<file path="src/rtl/load_store_unit_if.sv">
// Core-side request/response bus and data-memory port of the load/store unit.
interface load_store_unit_if #(
    parameter int unsigned MEM_AW = 10,
    parameter int unsigned XLEN   = 32
);
    // core request
    logic              req;
    logic              we;
    logic [2:0]        funct3;
    logic [XLEN-1:0]   addr;
    logic [XLEN-1:0]   wdata;
    // core response
    logic              ready;
    logic              done;
    logic              err;
    logic [XLEN-1:0]   rdata;
    // data memory
    logic [MEM_AW-1:0] mem_A;
    logic [XLEN-1:0]   mem_WD;
    logic              mem_WE;
    logic [XLEN-1:0]   mem_RD;

    // core/memory environment side
    modport master (
        output req, we, funct3, addr, wdata, mem_RD,
        input  ready, done, err, rdata, mem_A, mem_WD, mem_WE
    );

    // load/store unit side
    modport slave (
        input  req, we, funct3, addr, wdata, mem_RD,
        output ready, done, err, rdata, mem_A, mem_WD, mem_WE
    );
endinterface

</file>
<file path="src/rtl/load_store_unit.sv">
// Load/store unit: turns byte-addressed B/H/W loads and stores into word
// accesses on a 2^MEM_AW x XLEN memory; sub-word stores are read-modify-write.
// Optional macro LSU_RANGE_CHECK_EN rejects addresses beyond the memory size;
// without it the upper address bits are ignored and addresses wrap.
module load_store_unit #(
    parameter int unsigned MEM_AW = 10,
    parameter int unsigned XLEN   = 32
) (
    input  logic               clk,
    input  logic               rst,
    load_store_unit_if.slave   bus
);
    localparam int unsigned AW = MEM_AW + 2;

    typedef enum logic [2:0] {
        S_IDLE  = 3'd0,
        S_LOAD  = 3'd1,
        S_MERGE = 3'd2,
        S_WRITE = 3'd3,
        S_DONE  = 3'd4
    } state_t;

    state_t          state_q;
    state_t          state_d;

    logic [AW-1:0]   addr_q;
    logic [XLEN-1:0] wdata_q;
    logic [2:0]      funct3_q;
    logic [XLEN-1:0] merge_q;
    logic [XLEN-1:0] rdata_q;
    logic            err_q;

    logic            accept_c;
    logic            reject_c;
    logic            invalid_c;
    logic            misalign_c;
    logic            range_c;
    logic [4:0]      shamt_c;
    logic [XLEN-1:0] lane_c;
    logic [XLEN-1:0] load_c;
    logic [XLEN-1:0] mask_c;
    logic [XLEN-1:0] merge_c;

`ifndef LSU_RANGE_CHECK_EN
    // upper address bits deliberately ignored: addresses wrap
    logic            unused_addr_hi;
    assign unused_addr_hi = ^bus.addr[XLEN-1:AW];
`endif

    // legality of the request presented in IDLE
    always_comb begin
        invalid_c  = 1'b0;
        misalign_c = 1'b0;
        range_c    = 1'b0;
        if (bus.we) begin
            invalid_c = !(bus.funct3 inside {3'b000, 3'b001, 3'b010});
        end else begin
            invalid_c = bus.funct3 inside {3'b011, 3'b110, 3'b111};
        end
        misalign_c = ((bus.funct3[1:0] == 2'b01) && bus.addr[0]) ||
                     ((bus.funct3[1:0] == 2'b10) && (bus.addr[1:0] != 2'b00));
`ifdef LSU_RANGE_CHECK_EN
        range_c = (bus.addr[XLEN-1:AW] != '0);
`endif
    end

    // FSM state register
    always_ff @(posedge clk or negedge rst) begin
        if (!rst) begin
            state_q <= S_IDLE;
        end else begin
            state_q <= state_d;
        end
    end

    // next-state decode and request acceptance
    always_comb begin
        state_d  = state_q;
        accept_c = 1'b0;
        reject_c = 1'b0;
        case (state_q)
            S_IDLE: begin
                if (bus.req) begin
                    accept_c = 1'b1;
                    if (invalid_c || misalign_c || range_c) begin
                        reject_c = 1'b1;
                        state_d  = S_DONE;
                    end else if (!bus.we) begin
                        state_d = S_LOAD;
                    end else if (bus.funct3[1:0] == 2'b10) begin
                        state_d = S_WRITE;
                    end else begin
                        state_d = S_MERGE;
                    end
                end
            end
            S_LOAD:  state_d = S_DONE;
            S_MERGE: state_d = S_WRITE;
            S_WRITE: state_d = S_DONE;
            S_DONE:  state_d = S_IDLE;
            default: state_d = S_IDLE;
        endcase
    end

    // lane extraction/extension for loads and lane replacement for stores
    always_comb begin
        shamt_c = {addr_q[1:0], 3'b000};
        lane_c  = bus.mem_RD >> shamt_c;
        case (funct3_q)
            3'b000:  load_c = {{(XLEN-8){lane_c[7]}}, lane_c[7:0]};
            3'b100:  load_c = {{(XLEN-8){1'b0}}, lane_c[7:0]};
            3'b001:  load_c = {{(XLEN-16){lane_c[15]}}, lane_c[15:0]};
            3'b101:  load_c = {{(XLEN-16){1'b0}}, lane_c[15:0]};
            default: load_c = bus.mem_RD;
        endcase
        if (funct3_q[1:0] == 2'b00) begin
            mask_c = XLEN'(8'hFF) << shamt_c;
        end else begin
            mask_c = XLEN'(16'hFFFF) << shamt_c;
        end
        merge_c = (bus.mem_RD & ~mask_c) | ((XLEN'(wdata_q[15:0]) << shamt_c) & mask_c);
    end

    // request latches, merged store word and load result
    always_ff @(posedge clk or negedge rst) begin
        if (!rst) begin
            addr_q   <= '0;
            wdata_q  <= '0;
            funct3_q <= '0;
            err_q    <= 1'b0;
            merge_q  <= '0;
            rdata_q  <= '0;
        end else begin
            if (accept_c) begin
                addr_q   <= bus.addr[AW-1:0];
                wdata_q  <= bus.wdata;
                funct3_q <= bus.funct3;
                err_q    <= reject_c;
            end
            if (state_q == S_LOAD) begin
                rdata_q <= load_c;
            end
            if (state_q == S_MERGE) begin
                merge_q <= merge_c;
            end
        end
    end

    // outputs decoded from the state register and latched request
    assign bus.ready  = (state_q == S_IDLE);
    assign bus.done   = (state_q == S_DONE);
    assign bus.err    = (state_q == S_DONE) && err_q;
    assign bus.rdata  = rdata_q;
    assign bus.mem_A  = addr_q[AW-1:2];
    assign bus.mem_WE = (state_q == S_WRITE);
    assign bus.mem_WD = (funct3_q[1:0] == 2'b10) ? wdata_q : merge_q;

endmodule
</file>
<file path="src/flat_wrapper.sv">
// flat-port wrapper written by rule: the top's interface ports become plain ports
module load_store_unit_flat 
#(
    parameter int unsigned MEM_AW = 10,
    parameter int unsigned XLEN   = 32
)
  (clk, rst, bus_req, bus_we, bus_funct3, bus_addr, bus_wdata, bus_mem_RD, bus_ready, bus_done, bus_err, bus_rdata, bus_mem_A, bus_mem_WD, bus_mem_WE);
  load_store_unit_if #(.MEM_AW(MEM_AW), .XLEN(XLEN)) bus_i ();
  input  logic clk;
  input  logic rst;
  input wire logic [$bits(bus_i.req)-1:0] bus_req;
  input wire logic [$bits(bus_i.we)-1:0] bus_we;
  input wire logic [$bits(bus_i.funct3)-1:0] bus_funct3;
  input wire logic [$bits(bus_i.addr)-1:0] bus_addr;
  input wire logic [$bits(bus_i.wdata)-1:0] bus_wdata;
  input wire logic [$bits(bus_i.mem_RD)-1:0] bus_mem_RD;
  output wire logic [$bits(bus_i.ready)-1:0] bus_ready;
  output wire logic [$bits(bus_i.done)-1:0] bus_done;
  output wire logic [$bits(bus_i.err)-1:0] bus_err;
  output wire logic [$bits(bus_i.rdata)-1:0] bus_rdata;
  output wire logic [$bits(bus_i.mem_A)-1:0] bus_mem_A;
  output wire logic [$bits(bus_i.mem_WD)-1:0] bus_mem_WD;
  output wire logic [$bits(bus_i.mem_WE)-1:0] bus_mem_WE;
  assign bus_i.req = bus_req;
  assign bus_i.we = bus_we;
  assign bus_i.funct3 = bus_funct3;
  assign bus_i.addr = bus_addr;
  assign bus_i.wdata = bus_wdata;
  assign bus_i.mem_RD = bus_mem_RD;
  assign bus_ready = bus_i.ready;
  assign bus_done = bus_i.done;
  assign bus_err = bus_i.err;
  assign bus_rdata = bus_i.rdata;
  assign bus_mem_A = bus_i.mem_A;
  assign bus_mem_WD = bus_i.mem_WD;
  assign bus_mem_WE = bus_i.mem_WE;
  load_store_unit #(.MEM_AW(MEM_AW), .XLEN(XLEN)) u_core (.clk(clk), .rst(rst), .bus(bus_i));
endmodule
</file>
<file path="config.mk">
export PLATFORM = sky130hd
export DESIGN_NAME = load_store_unit_flat
export DESIGN_NICKNAME = d
export VERILOG_FILES = /design/src/rtl/load_store_unit_if.sv /design/src/rtl/load_store_unit.sv /design/src/flat_wrapper.sv
export SDC_FILE = /design/constraint.sdc
export NUM_CORES = 1
export LEC_CHECK = 0
export BUFFER_PORTS_ARGS = -buffer_cell sky130_fd_sc_hd__buf_2
export CORE_UTILIZATION = 47
export DETAILED_ROUTE_END_ITERATION = 12
export PLACE_DENSITY_LB_ADDON = 0.25
export SLEW_MARGIN = 20
export SYNTH_ARGS = -nofsm -noshare
export SYNTH_HDL_FRONTEND = slang
export SYNTH_SLANG_ARGS = --single-unit
</file>
<file path="constraint.sdc">
create_clock -name clk -period 1.7 [get_ports clk]
set_clock_uncertainty 0.15 [all_clocks]
set_input_delay 0.17 -clock clk [delete_from_list [all_inputs] [get_ports clk]]
set_output_delay 0.17 -clock clk [all_outputs]
set_load 0.005 [all_outputs]
</file>
==> impl_metrics.env <==
export IMPL_antenna_found_initial=0
export IMPL_timing_final_crit_share_pct=111.5
export IMPL_num_vias=6221
export IMPL_io_pins=181
export IMPL_tightest_slew_ns=0.3971
export IMPL_worstPathRequired_ns=1.38
export IMPL_drive_above_1_share_pct=37.09
export IMPL_finalWirelength_mm=20.74
export IMPL_reg2reg_from="u_core.funct3_q[1]$_DFFE_PN0P_"
export IMPL_place_ws_ns=-0.1524
export IMPL_synth_area_leaders="dfrtp_1 (48%), nand2_1 (19%), mux2i_1 (7.3%)"
export IMPL_reg2reg_slack_ns=-0.13
export IMPL_rows=40
export IMPL_clk_latency_ns=0.42
export IMPL_diodes=0
export IMPL_maxSlewHeadroom_pct=73.53
export IMPL_cts_tree="built"
export IMPL_cts_buffer_depth=2
export IMPL_grt_pass1_vias=6011
export IMPL_grt_overflow_total=0
export IMPL_endpoint="bus_mem_WD[14]"
export IMPL_gp_congestion=0.8723
export IMPL_crit_start="u_core.funct3_q[1]$_DFFE_PN0P_"
export IMPL_wire_per_inst_um=18.01
export IMPL_synth_yosys_seq_area_share_pct=47.97
export IMPL_max_cap_violations=0
export IMPL_syn_cell_area_um2=6000
export IMPL_global_route_usage_total_pct=30.35
export IMPL_synth_warnings=0
export IMPL_ys_types=40
export IMPL_dp_hpwl_mm=12.79
export IMPL_synth_nets=814
export IMPL_place_inst=1025
export IMPL_syn_area_per_cell_um2=8.438
export IMPL_hold_viol_final=0
export IMPL_tns_ns=-8.254
export IMPL_drc_errors=0
export IMPL_worstSetupEndpointType="output pin"
export IMPL_dr_pass1_iters=5
export IMPL_crit_type="flop to output pin"
export IMPL_routed_via_density=5.400
export IMPL_start_kind="flop"
export IMPL_die_x_um=115.0
export IMPL_ant_nets=0
export IMPL_hold_class="input pin to flop"
export IMPL_finalCoreUtilization_pct=75.84
export IMPL_area_delta_synth_final_pct=54.37
export IMPL_grt_pass1_wl_mm=30.16
export IMPL_yosysTopAreaCellShare_pct=47.97
export IMPL_finalMaxSlewViolations=0
export IMPL_p_total_mw=18.35
export IMPL_p_leak_nw=4.824
export IMPL_core_area_um2=12210
export IMPL_fin_cells=1152
export IMPL_layout_setup_ws_ns=-0.1952
export IMPL_start_util_pct=49.13
export IMPL_cp_arrival_ns=1.58
export IMPL_finalSetupViolCount=72
export IMPL_ir_drop_mv=0.9730
export IMPL_clkTransAtPathRegs_ns=0.05
export IMPL_worst_path_max_fanout=6
export IMPL_syn_inst=711
export IMPL_dieArea_um2=13220
export IMPL_cts_made_buffers=17
export IMPL_synth_top_cell_by_area="dfrtp_1"
export IMPL_cts_sinks=115
export IMPL_ys_ff_latch=115
export IMPL_cts_max_level=4
export IMPL_nNetsFinal=1074
export IMPL_violations="setup timing"
export IMPL_power_per_cell_area_nw_per_um2=1981
export IMPL_clock_root_buffer="clkbuf_16"
export IMPL_period_needed_ns=1.895
export IMPL_die_h_um=115.0
export IMPL_port_buffers=160
export IMPL_rr_worst_depth=7
export IMPL_max_freq_mhz=527.7
export IMPL_grt_max_degree=65
export IMPL_drtIter0Drc=522
export IMPL_rsz0062_at_grt="yes"
export IMPL_outcome="complete, but fails checks"
export IMPL_fillCellCount=856
export IMPL_r2r_end="u_core.merge_q[17]$_DFFE_PN0P_"
## power breakdown
part           internal (mW)  total (mW)  leakage [nW]  switching, mW
Combinational           4.48        9.40          3.12           4.92
Clock                   2.52        3.78         0.300           1.26
Sequential              4.09        5.17          1.41           1.09
## cell type report
| cell class | instances | area [um2] | share of cell area, % |
|---|---|---|---|
| Inverter | 3 | 11.26 | 0.1216 |
| Multi-Input combinational cell | 536 | 3197 | 34.52 |
| Clock inverter | 10 | 155.1 | 1.675 |
| Sequential cell | 115 | 2885 | 31.15 |
| Tap cell | 168 | 210.2 | 2.270 |
| Clock buffer | 22 | 464.2 | 5.012 |
| Timing Repair Buffer | 298 | 2338 | 25.25 |
## flip-flops by register name (all words and copies together), names as in the netlist
name	count
u_core.wdata_q	32
u_core.addr_q	12
u_core.merge_q	32
u_core.funct3_q	3
u_core.state_q	3
u_core.bus.rdata	32
u_core.err_q	1
## cell usage after synthesis
master / number
nand2_1: 308
a21oi_1: 7
nor3_2: 1
dfrtp_1: 115
o31ai_4: 1
and2_1: 3
o41ai_1: 1
buf_2: 16
nor3_1: 4
or3_1: 1
buf_1: 1
mux2i_1: 44
mux4_2: 1
clkinv_1: 1
o21ai_2: 1
o21ai_1: 2
mux2_2: 17
a2bb2oi_1: 12
a22oi_1: 1
nor2b_1: 4
a32o_1: 1
buf_4: 14
or3b_2: 2
nor3b_1: 2
nand3_1: 33
o2bb2ai_1: 6
buf_6: 1
a31oi_1: 2
nand2b_1: 5
a21o_1: 1
a221o_1: 1
nor2_2: 1
o22ai_1: 8
nor2_1: 8
inv_1: 2
o211ai_4: 1
nor2_4: 1
clkbuf_1: 25
nor2b_4: 1
o21ai_0: 55
## per-layer routing
| metal | part of all wire (%) | global-route usage [%] |
|---|---|---|
| met5 | 0 | 0 |
| met4 | 2.3 | 10.74 |
| met3 | 7.4 | 6.537 |
| met2 | 50 | 51.89 |
| met1 | 41 | 37.99 |
## through the flow
stage	hold slack, ns	area, um2
finish	0.03146	9261
global route	0.02185	9261
CTS	0.01388	8852
detailed placement	-0.03091	7187
global placement	-0.02901	7187
floorplan	-0.2756	6000
## worst max-delay path, stage by stage (launching register included)
cell and delay (ns):
dfrtp_2 0.43, buf_6 0.14, nand2b_4 0.14, buf_6 0.16, nand2_1 0.10, nand2_1 0.08, buf_2 0.11
## cell families (layout without fill, tap and decap cells)
family          after synthesis  count (layout)  share of synthesized area (%)
mux                          62              62                          10.91
flops                       115             115                          47.97
compound gates              100             100                          10.59
buf+inv                      60             333                          5.089
simple gates                374             374                          25.44
## placed cells by master (no fill, tap or decap), types with 7 or more instances in the layout
cell           instances
o21ai_0               34
dlygate4sd3_1         79
mux2i_1               42
mux2_4                 8
clkbuf_16             21
buf_6                 15
buf_2                155
mux2_2                 9
nand3_2               16
nand2_2               37
dfrtp_1              109
nand2_1              268
buf_4                 32
o21ai_2                9
nand3_1               17
a2bb2oi_1              7
buf_12                11
o21ai_1               15
o22ai_1                8
## how the worst min path moves through the flow
stage	slack [ns]	end	cells after the start	start
CTS	0.01	u_core.bus.rdata[7]$_DFFE_PN0N_	3	bus_mem_RD[7]
finish	0.03	u_core.bus.rdata[7]$_DFFE_PN0N_	3	bus_mem_RD[7]
floorplan	-0.28	u_core.addr_q[0]$_DFFE_PN0P_	0	rst
global placement	-0.03	u_core.addr_q[2]$_DFFE_PN0P_	1	rst
detailed placement	-0.03	u_core.addr_q[2]$_DFFE_PN0P_	1	rst
global route	0.02	u_core.bus.rdata[7]$_DFFE_PN0N_	3	bus_mem_RD[7]
## repair_timing
item                       4_1_cts  5_1_grt
setup endpoints to repair       88      102
gates resized for setup         59       86
hold endpoints to repair       206        0
hold buffers                    79        0
pin swaps                       11       36
setup buffers                    5        4
gates cloned                     2        5
Note: power is estimated with default switching activity, not from simulation.
